`src/rtl/and_gate.sv`:
```
// Parameterised bitwise AND gate with reduction flags, a registered result copy
// and a saturating counter of all-ones rising edges. AND_GATE_REG_OUT_EN registers C.
module and_gate #(
    parameter int WIDTH = 1,
    parameter int CNT_W = 8
) (
    input  logic             clk,
    input  logic             rst_n,
    output logic [WIDTH-1:0] C,
    input  logic [WIDTH-1:0] A,
    input  logic [WIDTH-1:0] B,
    output logic             c_all,
    output logic             c_any,
    output logic [WIDTH-1:0] c_q,
    output logic [CNT_W-1:0] rise_cnt
);

    logic [WIDTH-1:0] r;
    logic             all_d;
    logic             rise;

    // Independent per-bit lanes; plain & keeps Verilog X/Z propagation.
    for (genvar i = 0; i < WIDTH; i++) begin : g_lane
        assign r[i] = A[i] & B[i];
    end

    assign c_all = &r;
    assign c_any = |r;
    assign rise  = c_all & ~all_d;

    always_ff @(posedge clk or negedge rst_n) begin
        if (!rst_n) begin
            c_q   <= '0;
            all_d <= 1'b0;
        end else begin
            c_q   <= r;
            all_d <= c_all;
        end
    end

    // Saturates at all-ones instead of wrapping.
    always_ff @(posedge clk or negedge rst_n) begin
        if (!rst_n)
            rise_cnt <= '0;
        else if (rise && (rise_cnt != {CNT_W{1'b1}}))
            rise_cnt <= rise_cnt + CNT_W'(1);
    end

`ifdef AND_GATE_REG_OUT_EN
    assign C = c_q;
`else
    assign C = r;
`endif

endmodule

```
`config.mk`:
```
export PLATFORM = sky130hd
export DESIGN_NAME = and_gate
export DESIGN_NICKNAME = d
export VERILOG_FILES = /design/src/rtl/and_gate.sv
export SDC_FILE = /design/constraint.sdc
export NUM_CORES = 1
export LEC_CHECK = 0
export BUFFER_PORTS_ARGS = -buffer_cell sky130_fd_sc_hd__clkbuf_2
export CAP_MARGIN = 20
export CORE_AREA = 2 2 39 41
export DETAILED_ROUTE_END_ITERATION = 10
export DIE_AREA = 0 0 41 43
export PLACE_DENSITY = 0.56
export SLEW_MARGIN = 20
export SYNTH_ARGS = -nofsm -noshare
export SYNTH_HDL_FRONTEND = slang
export SYNTH_SLANG_ARGS = --single-unit
```
`constraint.sdc`:
```
create_clock -name clk -period 3.1 [get_ports clk]
set_input_delay 0.465 -clock clk [delete_from_list [all_inputs] [get_ports clk]]
set_output_delay 0.465 -clock clk [all_outputs]
set_load 0.01 [all_outputs]
```
==> summary.txt, run 1 <==
Clocking
  • Htree depth: 1
  • Hold_buf cts: 0
  • Clk_lat worst skew: 0.25 ns
  • Resized cells post-CTS: 0
  • TritonCTS Buffers: 3
  • Root Buffer: clkbuf_4
  • Clk sinks: 9
  • CTS tree: done
  • CTS max path bufs: 2
  • Post-CTS setup buffers: 0
  • Clk slew on worst S/H paths: 0.06 ns

Timing
  • Fin Setup TNS: 0 ns
  • Final Setup Violations: 0
  • Final hold slack: 0.0580 ns
  • Fmax: 712 MHz
  • Final min period: 1.40 ns
  • Clock Skew: 0.00243 ns
  • Hold Vio Cnt, Final: 0
  • RSZ-0062 raised after global routing: no
  • Max-slew violation count: 0
  • Fin crit share: 45.3%
  • Worst-margin pin slew: 0.231 ns
  • Slew HR: 84.6%

Pwr
  • Leak Pwr: 0.270 nW
  • Maximum VDD drop: 258 uV
  • Sw frac: 35.4%
  • Pwr dens: 725 mW/mm^2
  • Pint: 0.256 mW
  • P_sw: 0.141 mW
  • Seq pwr share: 48.8%
  • Power, Total: 0.397 mW
  • Comb pwr share: 29.0%
  • Clock share of power: 22.1%

Logic synthesis
  • Mux contribution to synthesized area: 5.10%
  • Leading area contributor after synthesis: dfrtp_1
  • Synth top cells by count: dfrtp_1, nand2_1
  • Synth Cell Area: 442 sq um
  • Seq/Total Area, Yosys: 51.0%
  • Synthesized-area fraction occupied by and/or/nand/nor cells: 20.4%
  • Synth Net Count: 41
  • Xor-xnor portion of the synthesized cell area: 5.95%
  • Compound-Gate Fraction of Synth Area: 11.3%
  • Main combinational cell family by area after synthesis: simple AND/OR/NAND/NOR gates
  • Post-synth EDFFs: 0
  • Fraction of registers with async set/reset: 100%
  • Synth warnings: 0
  • Synth Instances: 36
  • Top post-synthesis cells by area: dfrtp_1, mux2_1, nand3_4
  • Syn_area_per_cell: 12.3 sq um
  • Top cell type's share of synthesized area: 51.0%
  • Post-Synth Adder-Cell Area: 2.83%
  • Synth unique cells: 21
  • Main synth FF type: dfrtp_1
  • Most frequent cell after synthesis: dfrtp_1
  • Flop and latch count out of synthesis: 9

Drt
  • Vias per inst: 4.91
  • Final ANT Viol Nets: 0
  • Via count: 339
  • Post-Route WL: 789 um
  • Drc violations: 0
  • Initial DRC Count: 2
  • DR pass1 iterations: 4
  • Routed WL per cell: 11.4 um

Floorplan
  • Ports: 16
  • Core Rows: 14
  • Die width: 41 um
  • Initial core utilization: 31.9%
  • Full die area: 0.00176 sq mm
  • Core area: 0.00138 sq mm
  • Chip Height: 43 um

Layout
  • Share of cells above drive strength 1: 41.5%
  • Area Growth Syn to Fin: 24.1%
  • Fin nets: 59
  • Ant diodes: 0
  • Cell area after layout: 548 sq um
  • Fin util: 39.6%

Setup path
  • Crit Path Class: flip-flop to flip-flop
  • Crit Reg-Reg Endpoint: rise_cnt[1]
  • Arrival @ worst endpoint: 1.54 ns
  • Startpoint Class: flip-flop
  • Reg2reg path depth: 4
  • CP cell instances: and3_4 -> nand3_4 -> o21ai_2 -> mux2_1
  • Slowest stage delay, CP: 0.44 ns
  • Slowest-stage cell, CP: dfrtp_1
  • Crit. End Element: flip-flop
  • Reg2reg setup slack: 1.70 ns
  • Worst-path fanout max: 6
  • WP data required: 3.24 ns
  • Reg2reg start: rise_cnt[3]

Placed design
  • Post-detail-place hpwl: 584 um
  • Routability cong.: 0.677
  • PortBufs: 15
  • Placed Area: 522 sq um

Run
  • Max-cap viol count: 0

GRT
  • Overall Global Routing Usage: 11.7%
  • Initial antenna violation count: 0
  • Vias in the first global route: 311
  • Largest net degree at the start of global routing: 10
  • First-pass GRT wire length: 1350 um
  • Total gr overflow: 0

Hold path
  • Hold WC Path Type: primary input to async pin

Run status
  • Status: complete, no violations
## critical path: cells and delay by family (launching register included)
kind | cells | cell delay (ns)
flip-flops | 1 | 0.44
AO/OA/AOI/OAI | 1 | 0.17
AND/OR/NAND/NOR | 2 | 0.34
multiplexers | 1 | 0.33
## placed cells by master (no fill, tap or decap)
| cell type | n |
|---|---|
| a21oi_1 | 2 |
| a31oi_1 | 1 |
| a41oi_1 | 1 |
| and2_1 | 1 |
| and3_1 | 2 |
| and3_4 | 1 |
| and3b_1 | 1 |
| and4_4 | 1 |
| clkbuf_1 | 1 |
| clkbuf_2 | 15 |
| clkbuf_4 | 3 |
| dfrtp_1 | 9 |
| ha_1 | 1 |
| mux2_1 | 2 |
| nand2_1 | 3 |
| nand2b_1 | 1 |
| nand3_1 | 1 |
| nand3_4 | 1 |
| o21a_1 | 1 |
| o21ai_2 | 1 |
| o22a_1 | 1 |
| xnor2_1 | 2 |
| xor2_1 | 1 |
## worst max-delay path by stage
stage                startpoint  slack [ns]  cells after the start           to
finish              rise_cnt[3]        1.70                      4  rise_cnt[1]
global route        rise_cnt[3]        1.63                      4  rise_cnt[1]
CTS                 rise_cnt[3]        1.68                      4  rise_cnt[1]
detailed placement            B        1.59                      5  rise_cnt[6]
global placement              B        1.62                      5  rise_cnt[6]
floorplan           rise_cnt[3]        1.73                      4  rise_cnt[1]
## power by group through the flow
stage,clock [mW],sequential (mW),combinational (mW)
6_report,0.0879,0.194,0.115
3_3_place_gp,0,0.197,0.116
3_5_place_dp,0,0.197,0.117
2_1_floorplan,0,0.206,0.0543
4_1_cts,0.0941,0.194,0.118
5_1_grt,0.0974,0.200,0.135
## metrics by stage
| step | setup slack [ns] | std cells |
|---|---|---|
| after floorplan | 1.73 | 36 |
| after global placement | 1.62 | 65 |
| after detailed placement | 1.59 | 65 |
| after CTS | 1.68 | 69 |
| after global routing | 1.63 | 69 |
| final | 1.70 | 69 |
## area by class of cell
class	count	area, sq um
fill	143	836
sequential	9	225
multi-input combinational	25	201
timing repair buffer	15	75.1
clock buffer	4	26.3
tap	16	20.0
## logic make-up after synthesis
group,after synthesis
muxes,2
adders and majority gates,1
AOI/OAI and AO/OA,7
and+or+nand+nor,12
xor gates and xnor gates,3
buffers and inverters,2
DFF,9
## metal layers
layer	routed length (um)	vias to the layer above	GRT usage [%]	share of wire, %
met5	0	-	0	0
met4	13	0	10.0	1.6
met3	59	2	3.14	7.5
met2	341	9	14.4	43
met1	374	161	16.2	47
li1	-	167	-	-
## registers in the layout (all words and copies together), names as in the netlist
name      cells
all_d         1
rise_cnt      8
No activity file was read; power rests on OpenSTA's default activity.
==> run 2, diff against run 1 <==
==> constraint.sdc (replaced) <==
create_clock -name clk -period 1.4 [get_ports clk]
set_input_delay 0.21 -clock clk [delete_from_list [all_inputs] [get_ports clk]]
set_output_delay 0.21 -clock clk [all_outputs]
set_load 0.01 [all_outputs]
==> summary.txt, run 2 (synthesis results as in run 1) <==
Run status
  • Status: complete, no violations

Layout
  • Multi-input logic area: 201 sq um (unchanged)
  • Largest regs: rise_cnt x8, all_d x1
  • Max FFs per register: 8 (unchanged)
  • Ant diodes: 0 (unchanged)
  • FF/Latch Area: 225 sq um (unchanged)
  • Commonest non-fill, non-tap cell in the layout: clkbuf_2
  • Area Growth Syn to Fin: 36.5%
  • Fin nets: 66 (+12%)
  • Reg with most FFs: rise_cnt
  • Fillers: 141 (-1.4%)
  • Most frequent cells in the layout: clkbuf_2, dfrtp_1, buf_4
  • Share of cells above drive strength 1: 46.7% (+5.2 points)

Setup path
  • Slowest stage delay, CP: 0.37 ns (-0.07 ns)
  • Reg2reg path depth: 4 (unchanged)
  • Slowest-stage cell, CP: dfrtp_1
  • Crit Path Class: flip-flop to flip-flop
  • CP cell instances: and3b_1 -> and3_1 -> nand2_1 -> mux2_1
  • WP data required: 1.53 ns (-1.71 ns)
  • Arrival @ worst endpoint: 1.44 ns (-0.10 ns)
  • Reg2reg start: all_d
  • Startpoint Class: flip-flop
  • Worst-path fanout max: 3 (-3)
  • Reg2reg setup slack: 0.09 ns (-1.60 ns)
  • Crit Reg-Reg Endpoint: rise_cnt[6]
  • Crit path from: all_d
  • Crit. End Element: flip-flop

Clocking
  • Clk slew on worst S/H paths: 0.06 ns (about the same)
  • CTS tree: done
  • Clk_lat worst skew: 0.25 ns (about the same)
  • TritonCTS Buffers: 3 (unchanged)
  • Resized cells post-CTS: 0 (unchanged)
  • Post-CTS setup buffers: 0 (unchanged)
  • Clk sinks: 9 (unchanged)
  • Hold_buf cts: 1 (+1)
  • CTS max path bufs: 2 (unchanged)
  • Root Buffer: clkbuf_4
  • Htree depth: 1 (unchanged)

Placed design
  • PortBufs: 15 (unchanged)
  • Routability cong.: 0.731 (+8.0%)
  • Post-detail-place hpwl: 645 um (+11%)

Floorplan
  • Core area: 0.00138 sq mm (unchanged)
  • Die width: 41 um (unchanged)
  • Chip Height: 43 um (unchanged)
  • Initial core utilization: 31.9% (unchanged)
  • Core Rows: 14 (unchanged)
  • Full die area: 0.00176 sq mm (unchanged)
  • Ports: 16 (unchanged)

GRT
  • Total gr overflow: 0 (unchanged)
  • Largest net degree at the start of global routing: 10 (unchanged)
  • Overall Global Routing Usage: 12.1% (+0.35 points)
  • First-pass GRT wire length: 1400 um (+3.6%)
  • Initial antenna violation count: 0 (unchanged)
  • Vias in the first global route: 333 (+7.1%)

Pwr
  • P_sw: 0.329 mW (+130%)
  • Sw frac: 33.8% (-1.6 points)
  • Seq pwr share: 39.6% (-9.2 points)
  • Pint: 0.643 mW (+150%)
  • Maximum VDD drop: 780 uV (+200%)
  • Pwr dens: 1610 mW/mm^2 (+120%)
  • Comb pwr share: 40.5% (+12 points)
  • Leak Pwr: 0.304 nW (+13%)
  • Power, Total: 0.971 mW (+140%)
  • Clock share of power: 19.9% (-2.2 points)

Timing
  • Fin crit share: 93.5% (+48 points)
  • Worst-margin pin slew: 0.226 ns (-0.00489 ns)
  • Final min period: 1.31 ns (-0.0951 ns)
  • RSZ-0062 raised after global routing: no
  • Hold Vio Cnt, Final: 0 (unchanged)
  • Final Setup Violations: 0 (unchanged)
  • Fin Setup TNS: 0 ns (unchanged)
  • Slew HR: 84.9% (+0.33 points)
  • Final hold slack: 0.257 ns (+0.199 ns)
  • Clock Skew: 0.00460 ns (+0.00216 ns)
  • Max-slew violation count: 0 (unchanged)
  • Fmax: 764 MHz (+7.3%)

Drt
  • Final ANT Viol Nets: 0 (unchanged)
  • Drc violations: 0 (unchanged)
  • Initial DRC Count: 6 (+4)
  • Post-Route WL: 801 um (+1.5%)
  • DR pass1 iterations: 4 (unchanged)
  • Vias per inst: 4.71 (-4.1%)
  • Routed WL per cell: 10.5 um (-7.8%)
  • Via count: 358 (+5.6%)

Hold path
  • Hold_sp: B
  • Worst hold stages: 2
  • Hold Path End: all_d
  • Hold WC Path Type: primary input to flip-flop

Run
  • Max-cap viol count: 0 (unchanged)
[run 2: worst max-delay path, delay by kind of cell (launching register included)]
family | cells | cell delay (ns)
flip-flops | 1 | 0.37
multiplexers | 1 | 0.30
AND/OR/NAND/NOR | 3 | 0.53
[run 2: per-layer routing]
layer  GRT usage (%)  routed length [um]  vias to the layer above  share of wire, %
li1                -                   -                      184                 -
met1            15.1                 384                      165                48
met2            17.5                 359                        9                45
met3            4.71                  57                        0               7.1
met4            6.00                   0                        0                 0
met5               0                   0                        -                 0
[run 2: final cells by class]
cell class	instances	share of cell area [%]
clock buffer	4	4.36
multi-input combinational	25	33.4
sequential	9	37.3
tap	16	3.32
timing repair buffer	22	21.6
[run 2: power groups by stage]
stage | sequential [mW] | clock [mW] | combinational (mW)
after floorplan | 0.457 | 0 | 0.120
after global placement | 0.388 | 0 | 0.398
after detailed placement | 0.390 | 0 | 0.397
after CTS | 0.385 | 0.206 | 0.403
after global routing | 0.394 | 0.222 | 0.444
final | 0.385 | 0.193 | 0.393
[run 2: worst max path at each step]
stage | end | slack, ns | cells after the start
floorplan | rise_cnt[1] | 0.03 | 4
global placement | rise_cnt[6] | 0.11 | 4
detailed placement | rise_cnt[6] | 0.09 | 4
CTS | rise_cnt[6] | 0.08 | 4
global route | rise_cnt[6] | 0.0007 | 4
finish | rise_cnt[6] | 0.09 | 4
[run 2: stage by stage]
stage,setup slack [ns],util (%),cell area (sq um),cells
after floorplan,0.0281,-,442,36
after global placement,0.106,41.0,567,71
after detailed placement,0.0908,41.0,567,71
after CTS,0.0825,43.6,603,76
after global routing,0.000743,43.6,603,76
final,0.0909,43.6,603,76
==> run 3, diff against run 2 <==
--- a/config.mk
+++ b/config.mk
@@ -7,10 +7,12 @@
 export LEC_CHECK = 0
 export BUFFER_PORTS_ARGS = -buffer_cell sky130_fd_sc_hd__clkbuf_2
 export CAP_MARGIN = 20
-export CORE_AREA = 2 2 39 41
+export CELL_PAD_IN_SITES_DETAIL_PLACEMENT = 0
+export CELL_PAD_IN_SITES_GLOBAL_PLACEMENT = 1
+export CORE_MARGIN = 2
+export CORE_UTILIZATION = 34
 export DETAILED_ROUTE_END_ITERATION = 10
-export DIE_AREA = 0 0 41 43
-export PLACE_DENSITY = 0.56
+export PLACE_DENSITY = 0.71
 export SLEW_MARGIN = 20
 export SYNTH_ARGS = -nofsm -noshare
 export SYNTH_HDL_FRONTEND = slang
==> summary.txt, run 3 (synthesis results as in run 1) <==
Timing
  • Fin Setup TNS: 0 ns (unchanged)
  • Fin crit share: 96.2% (+2.7 points)
  • Fmax: 743 MHz (-2.8%)
  • Max-slew violation count: 0 (unchanged)
  • RSZ-0062 raised after global routing: yes
  • Final min period: 1.35 ns (+0.0374 ns)
  • Slew HR: 84.6% (-0.30 points)
  • Worst-margin pin slew: 0.231 ns (+0.00443 ns)
  • Clock Skew: 0.00524 ns (+0.000648 ns)
  • Final Setup Violations: 0 (unchanged)
  • Hold Vio Cnt, Final: 0 (unchanged)

Floorplan
  • Full die area: 0.00160 sq mm (-9.1%)
  • Ports: 16 (unchanged)
  • Chip Height: 40.0 um (-6.9%)
  • Initial core utilization: 38.2% (+6.3 points)
  • Core area: 0.00116 sq mm (-16%)
  • Die width: 40.0 um (-2.3%)
  • Core Rows: 12 (-2)

Run status
  • Status: complete, no violations

Layout
  • Most frequent cells in the layout: clkbuf_2, dfrtp_1, buf_4
  • Cell area after layout: 601 sq um (-0.41%)
  • FF/Latch Area: 225 sq um (unchanged)
  • Ant diodes: 0 (unchanged)
  • Largest regs: rise_cnt x8, all_d x1
  • Fin util: 51.9% (+8.4 points)
  • Area Growth Syn to Fin: 36.0%
  • Multi-input logic area: 216 sq um (+7.5%)
  • Commonest non-fill, non-tap cell in the layout: clkbuf_2
  • Reg with most FFs: rise_cnt
  • Share of cells above drive strength 1: 48.3% (+1.6 points)
  • Fin nets: 64 (-3.0%)
  • Max FFs per register: 8 (unchanged)
  • Fillers: 101 (-28%)

Setup path
  • Reg2reg setup slack: 0.05 ns (-0.04 ns)
  • Slowest stage delay, CP: 0.38 ns (about the same)
  • Reg2reg path depth: 4 (unchanged)
  • Reg2reg start: rise_cnt[5]
  • WP data required: 1.53 ns (about the same)
  • Worst-path fanout max: 5 (+2)
  • Crit. End Element: flip-flop
  • Startpoint Class: flip-flop
  • Crit Path Class: flip-flop to flip-flop
  • Slowest-stage cell, CP: dfrtp_1
  • Arrival @ worst endpoint: 1.48 ns (+0.04 ns)
  • CP cell instances: and3_4 -> nand3_4 -> o21ai_4 -> mux2_1
  • Crit Reg-Reg Endpoint: rise_cnt[1]

GRT
  • Vias in the first global route: 352 (+5.7%)
  • Overall Global Routing Usage: 14.3% (+2.2 points)
  • Largest net degree at the start of global routing: 10 (unchanged)
  • Total gr overflow: 0 (unchanged)
  • Initial antenna violation count: 0 (unchanged)
  • First-pass GRT wire length: 1430 um (+2.0%)

Drt
  • DR pass1 iterations: 1 (-3)
  • Drc violations: 0 (unchanged)
  • Routed WL per cell: 11.5 um (+9.4%)
  • Via count: 347 (-3.1%)
  • Final ANT Viol Nets: 0 (unchanged)
  • Vias per inst: 4.82 (+2.3%)
  • Post-Route WL: 830 um (+3.6%)
  • Initial DRC Count: 0 (-6)

Pwr
  • Maximum VDD drop: 796 uV (+2.0%)
  • Leak Pwr: 0.292 nW (-4.2%)
  • Pwr dens: 1610 mW/mm^2 (-0.10%)

Clocking
  • Post-CTS setup buffers: 0 (unchanged)
  • CTS tree: done
  • CTS max path bufs: 2 (unchanged)
  • TritonCTS Buffers: 3 (unchanged)
  • Htree depth: 1 (unchanged)
  • Clk slew on worst S/H paths: 0.06 ns (about the same)
  • Clk sinks: 9 (unchanged)
  • Root Buffer: clkbuf_4
  • Clk_lat worst skew: 0.26 ns (about the same)

Placed design
  • Post-detail-place hpwl: 657 um (+1.7%)
  • PortBufs: 15 (unchanged)
  • Placed Area: 549 sq um (-3.1%)
  • Routability cong.: 0.819 (+12%)

Hold path
  • Hold WC Path Type: primary input to flip-flop
  • Hold Path End: all_d
  • Worst hold stages: 2 (unchanged)
  • Hold_sp: B

Run
  • Max-cap viol count: 0 (unchanged)
[run 3: cell count changes in the layout (fill, tap and decap cells not counted), sizes merged]
cell,change
buf,-2
[run 3: timing repair]
item / in CTS / in global routing
gates resized for setup: 0 / 3
hold buffers: 1 / 0
setup endpoints to repair: 0 / 2
hold endpoints to repair: 9 / 0
[run 3: layout make-up]
class                           count  area share [%]
Sequential cell                     9            37.5
Multi-Input combinational cell     25            36.0
Clock buffer                        4            4.38
Tap cell                           14            2.92
Timing Repair Buffer               20            19.2
[run 3: how the worst max path moves through the flow]
stage	start	to	slack (ns)	cells past startpoint
floorplan	rise_cnt[3]	rise_cnt[1]	0.03	4
global placement	rise_cnt[1]	rise_cnt[1]	0.08	4
detailed placement	rise_cnt[1]	rise_cnt[1]	0.05	4
CTS	rise_cnt[1]	rise_cnt[1]	0.04	4
global route	rise_cnt[5]	rise_cnt[1]	-0.02	4
finish	rise_cnt[5]	rise_cnt[1]	0.05	4
[run 3: critical path, delay by kind of cell, from the launching register on]
family             cells  cell delay [ns]
muxes                  1             0.33
DFF                    1             0.38
AOI/OAI and AO/OA      1             0.19
and+or+nand+nor        2             0.33
[run 3: routing by layer]
layer	up-vias	track usage [%]	part of all wire [%]
met2	14	24.2	46
li1	173	-	-
met1	160	15.3	46
met4	0	7.76	0
met5	-	0	0
met3	0	5.00	8.1
[run 3: report_power, final]
| group | switching (mW) | internal (mW) | leakage, nW |
|---|---|---|---|
| clock network | 0.0858 | 0.110 | 0.0150 |
| registers | 0.0595 | 0.336 | 0.115 |
| logic | 0.192 | 0.184 | 0.162 |
| total | 0.337 | 0.629 | 0.292 |
[run 3: metrics by stage]
| stage | power [mW] | hold WS, ns | setup slack (ns) | std cells |
|---|---|---|---|---|
| 3_3_place_gp | 0.747 | 0.0723 | 0.0767 | 67 |
| 3_5_place_dp | 0.766 | 0.0795 | 0.0511 | 67 |
| 5_1_grt | 1.05 | 0.237 | -0.0249 | 72 |
| 6_report | 0.966 | 0.241 | 0.0535 | 72 |
| 2_1_floorplan | 0.577 | -0.0856 | 0.0281 | 36 |
| 4_1_cts | 0.973 | 0.236 | 0.0422 | 72 |
